File: src/rtl/act_feed_addr_gen.sv
// Activation-buffer read address generator: streams N addresses per lane with a
// one-cycle-per-lane diagonal skew, plus read-latency-aligned valid strobes.

module act_feed_lane #(
    parameter int ADDR_WIDTH = 10
) (
    input  logic                  clk,
    input  logic                  rst_n,
    input  logic                  clr,
    input  logic                  en_in,
    input  logic [ADDR_WIDTH-1:0] addr_in,
    output logic                  en,
    output logic [ADDR_WIDTH-1:0] addr,
    output logic                  vld
);
    always_ff @(posedge clk or negedge rst_n) begin
        if (!rst_n) begin
            en   <= 1'b0;
            vld  <= 1'b0;
            addr <= '0;
        end else if (clr) begin
            en  <= 1'b0;
            vld <= 1'b0;
        end else begin
            en  <= en_in;
            vld <= en;
            // address holds its last value while the lane is idle
            if (en_in) addr <= addr_in;
        end
    end
endmodule

module act_feed_addr_gen #(
    parameter int ADDR_WIDTH = 10,
    parameter int COL_DIM    = 16,
    parameter int LEN_WIDTH  = 8
) (
    input  logic                          clk,
    input  logic                          reset,
    input  logic                          start,
    input  logic                          abort,
    input  logic [ADDR_WIDTH-1:0]         A_base_addr,
    input  logic [LEN_WIDTH-1:0]          num_vec,
    output logic [COL_DIM*ADDR_WIDTH-1:0] A_rd_addr,
    output logic [COL_DIM-1:0]            A_rd_en,
    output logic [COL_DIM-1:0]            lane_valid,
    output logic                          array_active,
    output logic                          busy,
    output logic                          done
);
    typedef enum logic [1:0] {IDLE, FEED, DRAIN} state_t;

    state_t                           state, state_nxt;
    logic [ADDR_WIDTH-1:0]            base_q, base_nxt;
    logic [LEN_WIDTH-1:0]             n_q, n_nxt, cnt, cnt_nxt;
    logic                             done_q, done_nxt;
    logic                             flush;
    logic                             feed_en;
    logic [ADDR_WIDTH-1:0]            feed_addr;
    logic [COL_DIM-1:0]               lane_en;
    logic [COL_DIM-1:0][ADDR_WIDTH-1:0] lane_addr;

    always_ff @(posedge clk or negedge reset) begin
        if (!reset) begin
            state  <= IDLE;
            base_q <= '0;
            n_q    <= '0;
            cnt    <= '0;
            done_q <= 1'b0;
        end else begin
            state  <= state_nxt;
            base_q <= base_nxt;
            n_q    <= n_nxt;
            cnt    <= cnt_nxt;
            done_q <= done_nxt;
        end
    end

    // feed_en/feed_addr are the values lane 0 takes on the next edge
    always_comb begin
        state_nxt = state;
        base_nxt  = base_q;
        n_nxt     = n_q;
        cnt_nxt   = cnt;
        done_nxt  = 1'b0;
        flush     = 1'b0;
        feed_en   = 1'b0;
        feed_addr = base_q + ADDR_WIDTH'(cnt);
        if (abort) begin
            state_nxt = IDLE;
            flush     = 1'b1;
        end else begin
            case (state)
                IDLE: begin
                    if (start) begin
                        base_nxt = A_base_addr;
                        n_nxt    = num_vec;
                        cnt_nxt  = '0;
                        if (num_vec == '0) begin
                            done_nxt = 1'b1;
                        end else begin
                            feed_en   = 1'b1;
                            feed_addr = A_base_addr;
                            cnt_nxt   = LEN_WIDTH'(1);
                            state_nxt = FEED;
                        end
                    end
                end
                FEED: begin
                    if (cnt == n_q) begin
                        state_nxt = DRAIN;
                    end else begin
                        feed_en = 1'b1;
                        cnt_nxt = cnt + LEN_WIDTH'(1);
                    end
                end
                DRAIN: begin
                    // once every enable is low, lane_valid is low from the next cycle on,
                    // so done lands in the first cycle with the whole array quiet
                    if (lane_en == '0) begin
                        state_nxt = IDLE;
                        done_nxt  = 1'b1;
                    end
                end
                default: state_nxt = IDLE;
            endcase
        end
    end

    for (genvar i = 0; i < COL_DIM; i++) begin : g_lane
        if (i == 0) begin : g_head
            act_feed_lane #(.ADDR_WIDTH(ADDR_WIDTH)) u_lane (
                .clk(clk), .rst_n(reset), .clr(flush),
                .en_in(feed_en), .addr_in(feed_addr),
                .en(lane_en[i]), .addr(lane_addr[i]), .vld(lane_valid[i])
            );
        end else begin : g_tail
            act_feed_lane #(.ADDR_WIDTH(ADDR_WIDTH)) u_lane (
                .clk(clk), .rst_n(reset), .clr(flush),
                .en_in(lane_en[i-1]), .addr_in(lane_addr[i-1]),
                .en(lane_en[i]), .addr(lane_addr[i]), .vld(lane_valid[i])
            );
        end
    end

    assign A_rd_addr    = lane_addr;
    assign A_rd_en      = lane_en;
    assign array_active = |lane_valid;
    assign busy         = (state != IDLE);
    assign done         = done_q;
endmodule

File: config.mk
export PLATFORM = sky130hd
export DESIGN_NAME = act_feed_addr_gen
export DESIGN_NICKNAME = d
export VERILOG_FILES = /design/src/rtl/act_feed_addr_gen.sv
export SDC_FILE = /design/constraint.sdc
export NUM_CORES = 1
export LEC_CHECK = 0
export ABC_AREA = 1
export ABC_CLOCK_PERIOD_IN_PS = 5200
export CAP_MARGIN = 20
export CELL_PAD_IN_SITES_DETAIL_PLACEMENT = 1
export CELL_PAD_IN_SITES_GLOBAL_PLACEMENT = 1
export CORE_MARGIN = 2
export CORE_UTILIZATION = 25
export DETAILED_ROUTE_END_ITERATION = 12
export GPL_TIMING_DRIVEN = 0
export PLACE_DENSITY_LB_ADDON = 0.1
export SYNTH_ARGS = -nofsm -noshare
export SYNTH_HDL_FRONTEND = slang
export SYNTH_SLANG_ARGS = --single-unit
File: constraint.sdc
create_clock -name clk -period 5.2 [get_ports clk]
set_clock_uncertainty 0.2 [all_clocks]
set_input_delay 1.56 -clock clk [delete_from_list [all_inputs] [get_ports clk]]
set_output_delay 1.56 -clock clk [all_outputs]
set_load 0.005 [all_outputs]
==> flow_metrics.tcl <==
set metrics [dict create \
    rows 68 \
    status "completed" \
    cts_tree "built" \
    grt_pass1_vias 7907 \
    period_needed_ns 4.04 \
    fin_crit_sh_pct 77.7 \
    timing.reg2reg.setup_slack_ns 3.05 \
    r2r_start "cnt[0]" \
    syn_inst 983 \
    antenna_cells 0 \
    insertion_delay_ns 0.53 \
    endpoint "array_active" \
    slew_headroom_pct 58.5 \
    cts_setup_buffers 0 \
    crit_required_ns 3.44 \
    gr-total-overflow 0 \
    grt_pass1_wl_mm 45.7 \
    dieWidth_um 192 \
    holdBufCountCts 0 \
    vias 7292 \
    drv_cap 0 \
    core-area_um2 34700 \
    synth_edf_count 0 \
    die_height_um 192 \
    clockBufferDepth 3 \
    num-nets-final 1261 \
    cp_max_fo 9 \
    synthFlopType "dfrtp_1" \
    syn_area_um2 8850 \
    startpoint "g_lane[6].g_tail.u_lane.en" \
    place_congestion 0.754 \
    grt_antenna_before_repair 0 \
    wl_per_cell_um 16.9 \
    cts_root_buf "clkbuf_16" \
    critical_path_arrival_ns 2.28 \
    power.switching_mw 1.59 \
    drc 0 \
    drtIter0Drc 206 \
    path_cells "inv_1 > nand4_1 > nor3_1 > nand3_1 > clkdlybuf4s50_1" \
    holdWs_ns 0.281 \
    die_area_um2 36900 \
    power.share.combinational_pct 24.3 \
    cts_buffers 26 \
    switching_share_pct 29.4 \
    clock.fmax_mhz 247 \
    hold_class "flop to flop" \
    synth_cell_types 36 \
    ios 217 \
    p_leak_nw 5.99 \
    timing.rr.end "g_lane[0].g_head.u_lane.addr[4]" \
    ys_warn_count 0 \
    p_int_mw 3.81 \
    portBuffers 216 \
    async_flop_share_pct 100 \
    fin_tns_setup_ns 0 \
    ctsHtreeMaxLevel 1 \
    clock_sinks 206 \
    tightest_slew_ns 0.622 \
    fillers 4042 \
    antenna_left 0 \
    area_growth_pct 41.6 \
    register_area_um2 5150 \
    slew_violations 0 \
    ir_drop_v 0.000222 \
    synth-seq-cells 206 \
    synth_nets 1015 \
    hold_viol 0 \
    seqPwrFrac_pct 40.9 \
    drive_gt1_share_pct 10.7 \
    endpoint_kind "output pin" \
    clk_pin_slew_ns 0.06 \
    p_per_area_nw_per_um2 431 \
    start_util_pct 25.5 \
    reg2reg_depth 9 \
    first_pass_iters 4 \
    ys_seq_area_share_pct 58.2 \
    wl_mm 28.8 \
    rsz0062_at_grt "no" \
    grt_max_degree 107 \
    viasPerCell 4.28 \
    syn_area_per_cell_um2 9.00 \
    multi_input_area_um2 2890 \
    critPathKind "flop to output pin" \
    cpPeakStageDelay_ns 0.49 \
    cts_resized 0 \
    setup_viol 0 \
    cpMaxStageDelayCell "clkdlybuf4s50_1" \
    dp_hpwl_mm 21.5 \
    worstSetupStartpointType "flop" \
    clockPowerShare_pct 34.8 \
    track_usage_pct 15.8 \
]
-- metrics by stage --
stage                     std cells  worst slack [ns]  cell area [µm²]  total power, mW  util (%)
after floorplan                 983              2.43             8850             2.71         -
after global placement         1654             -7.37            11600             3.57      33.4
after detailed placement       1656              1.50            11600             3.58      33.5
after CTS                      1702              1.00            12500             5.52      36.1
after global routing           1702             0.968            12500             5.77      36.1
final                          1702              1.16            12500             5.40      36.1
-- cells in the final DEF (no fill, tap or decap), types with 9 or more instances in the layout --
cell and count:
a21oi_1 12, inv_1 96, clkbuf_1 12, ha_1 9, nand3_1 31, clkbuf_16 26
mux2_2 13, buf_4 33, buf_2 20, nand2_1 313, clkdlybuf4s50_1 215, nor2_1 54
dfrtp_1 206, o21ai_0 130
-- cell usage after synthesis (all sizes together), types with 4 or more instances --
cell / count / area (µm²)
ha: 9 / 113
a21oi: 12 / 60.1
buf: 56 / 390
mux2: 13 / 146
nor3: 6 / 30.0
clkbuf: 9 / 33.8
nand3: 38 / 233
nand2: 316 / 1200
xor2: 6 / 52.6
nand4: 6 / 37.5
inv: 99 / 374
nor2: 57 / 226
xnor2: 4 / 35.0
dfrtp: 206 / 5150
o21ai: 136 / 684
-- worst max-delay path, delay by kind of cell (launching register included) --
kind          cells  cell delay, ns
buf+inv           2            0.73
flops             1            0.39
simple gates      3            0.63
-- how the worst min path moves through the flow --
| stage | startpoint | to | slack [ns] | depth (start not counted) |
|---|---|---|---|---|
| 3_3_place_gp | g_lane[15].g_tail.u_lane.addr[3] | g_lane[15].g_tail.u_lane.addr[3] | 0.27 | 2 |
| 5_1_grt | g_lane[15].g_tail.u_lane.addr[7] | g_lane[15].g_tail.u_lane.addr[7] | 0.31 | 2 |
| 4_1_cts | g_lane[15].g_tail.u_lane.addr[7] | g_lane[15].g_tail.u_lane.addr[7] | 0.29 | 2 |
| 6_report | g_lane[15].g_tail.u_lane.addr[7] | g_lane[15].g_tail.u_lane.addr[7] | 0.28 | 2 |
| 3_5_place_dp | g_lane[15].g_tail.u_lane.addr[7] | g_lane[15].g_tail.u_lane.addr[7] | 0.27 | 2 |
| 2_1_floorplan | base_q[0] | base_q[0] | 0.26 | 2 |
-- metal layers --
metal  part of all wire [%]  up-vias  global-route usage (%)
li1                       -     3569                       -
met1                     47     3527                    21.8
met2                     45      163                    25.4
met3                    5.8       33                    3.65
met4                    1.4        0                    3.41
met5                      0        -                       0
-- flip-flops by register name (all words and copies together) (netlist names) --
signal	cells
g_lane.g_tail.u_lane.vld	5
cnt	8
g_lane.g_tail.u_lane.addr	150
g_lane.g_tail.u_lane.en	11
state	2
n_q	8
done	1
g_lane.g_head.u_lane.en	1
g_lane.g_head.u_lane.addr	10
base_q	10
-- logic make-up after synthesis --
| logic type | share of synthesized area, % |
|---|---|
| xor+xnor | 0.989 |
| fa+ha+maj | 1.50 |
| buf+inv | 9.10 |
| compound gates | 8.82 |
| flops | 58.2 |
| mux | 1.65 |
| simple gates | 19.7 |
-- power by group through the flow --
stage | logic, mW | clock network, mW | registers (mW)
after floorplan | 0.528 | 0 | 2.18
after global placement | 1.33 | 0 | 2.24
after detailed placement | 1.34 | 0 | 2.24
after CTS | 1.35 | 1.95 | 2.22
after global routing | 1.49 | 2.01 | 2.27
final | 1.31 | 1.88 | 2.21
-- final cells by class --
class,instances,share of cell area (%)
Inverter,101,3.04
Timing Repair Buffer,218,17.7
Clock inverter,10,1.09
Tap cell,455,4.54
Sequential cell,206,41.1
Multi-Input combinational cell,611,23.1
Clock buffer,36,6.05
Buffer,65,3.38
Note: power is estimated with default switching activity, not from simulation.
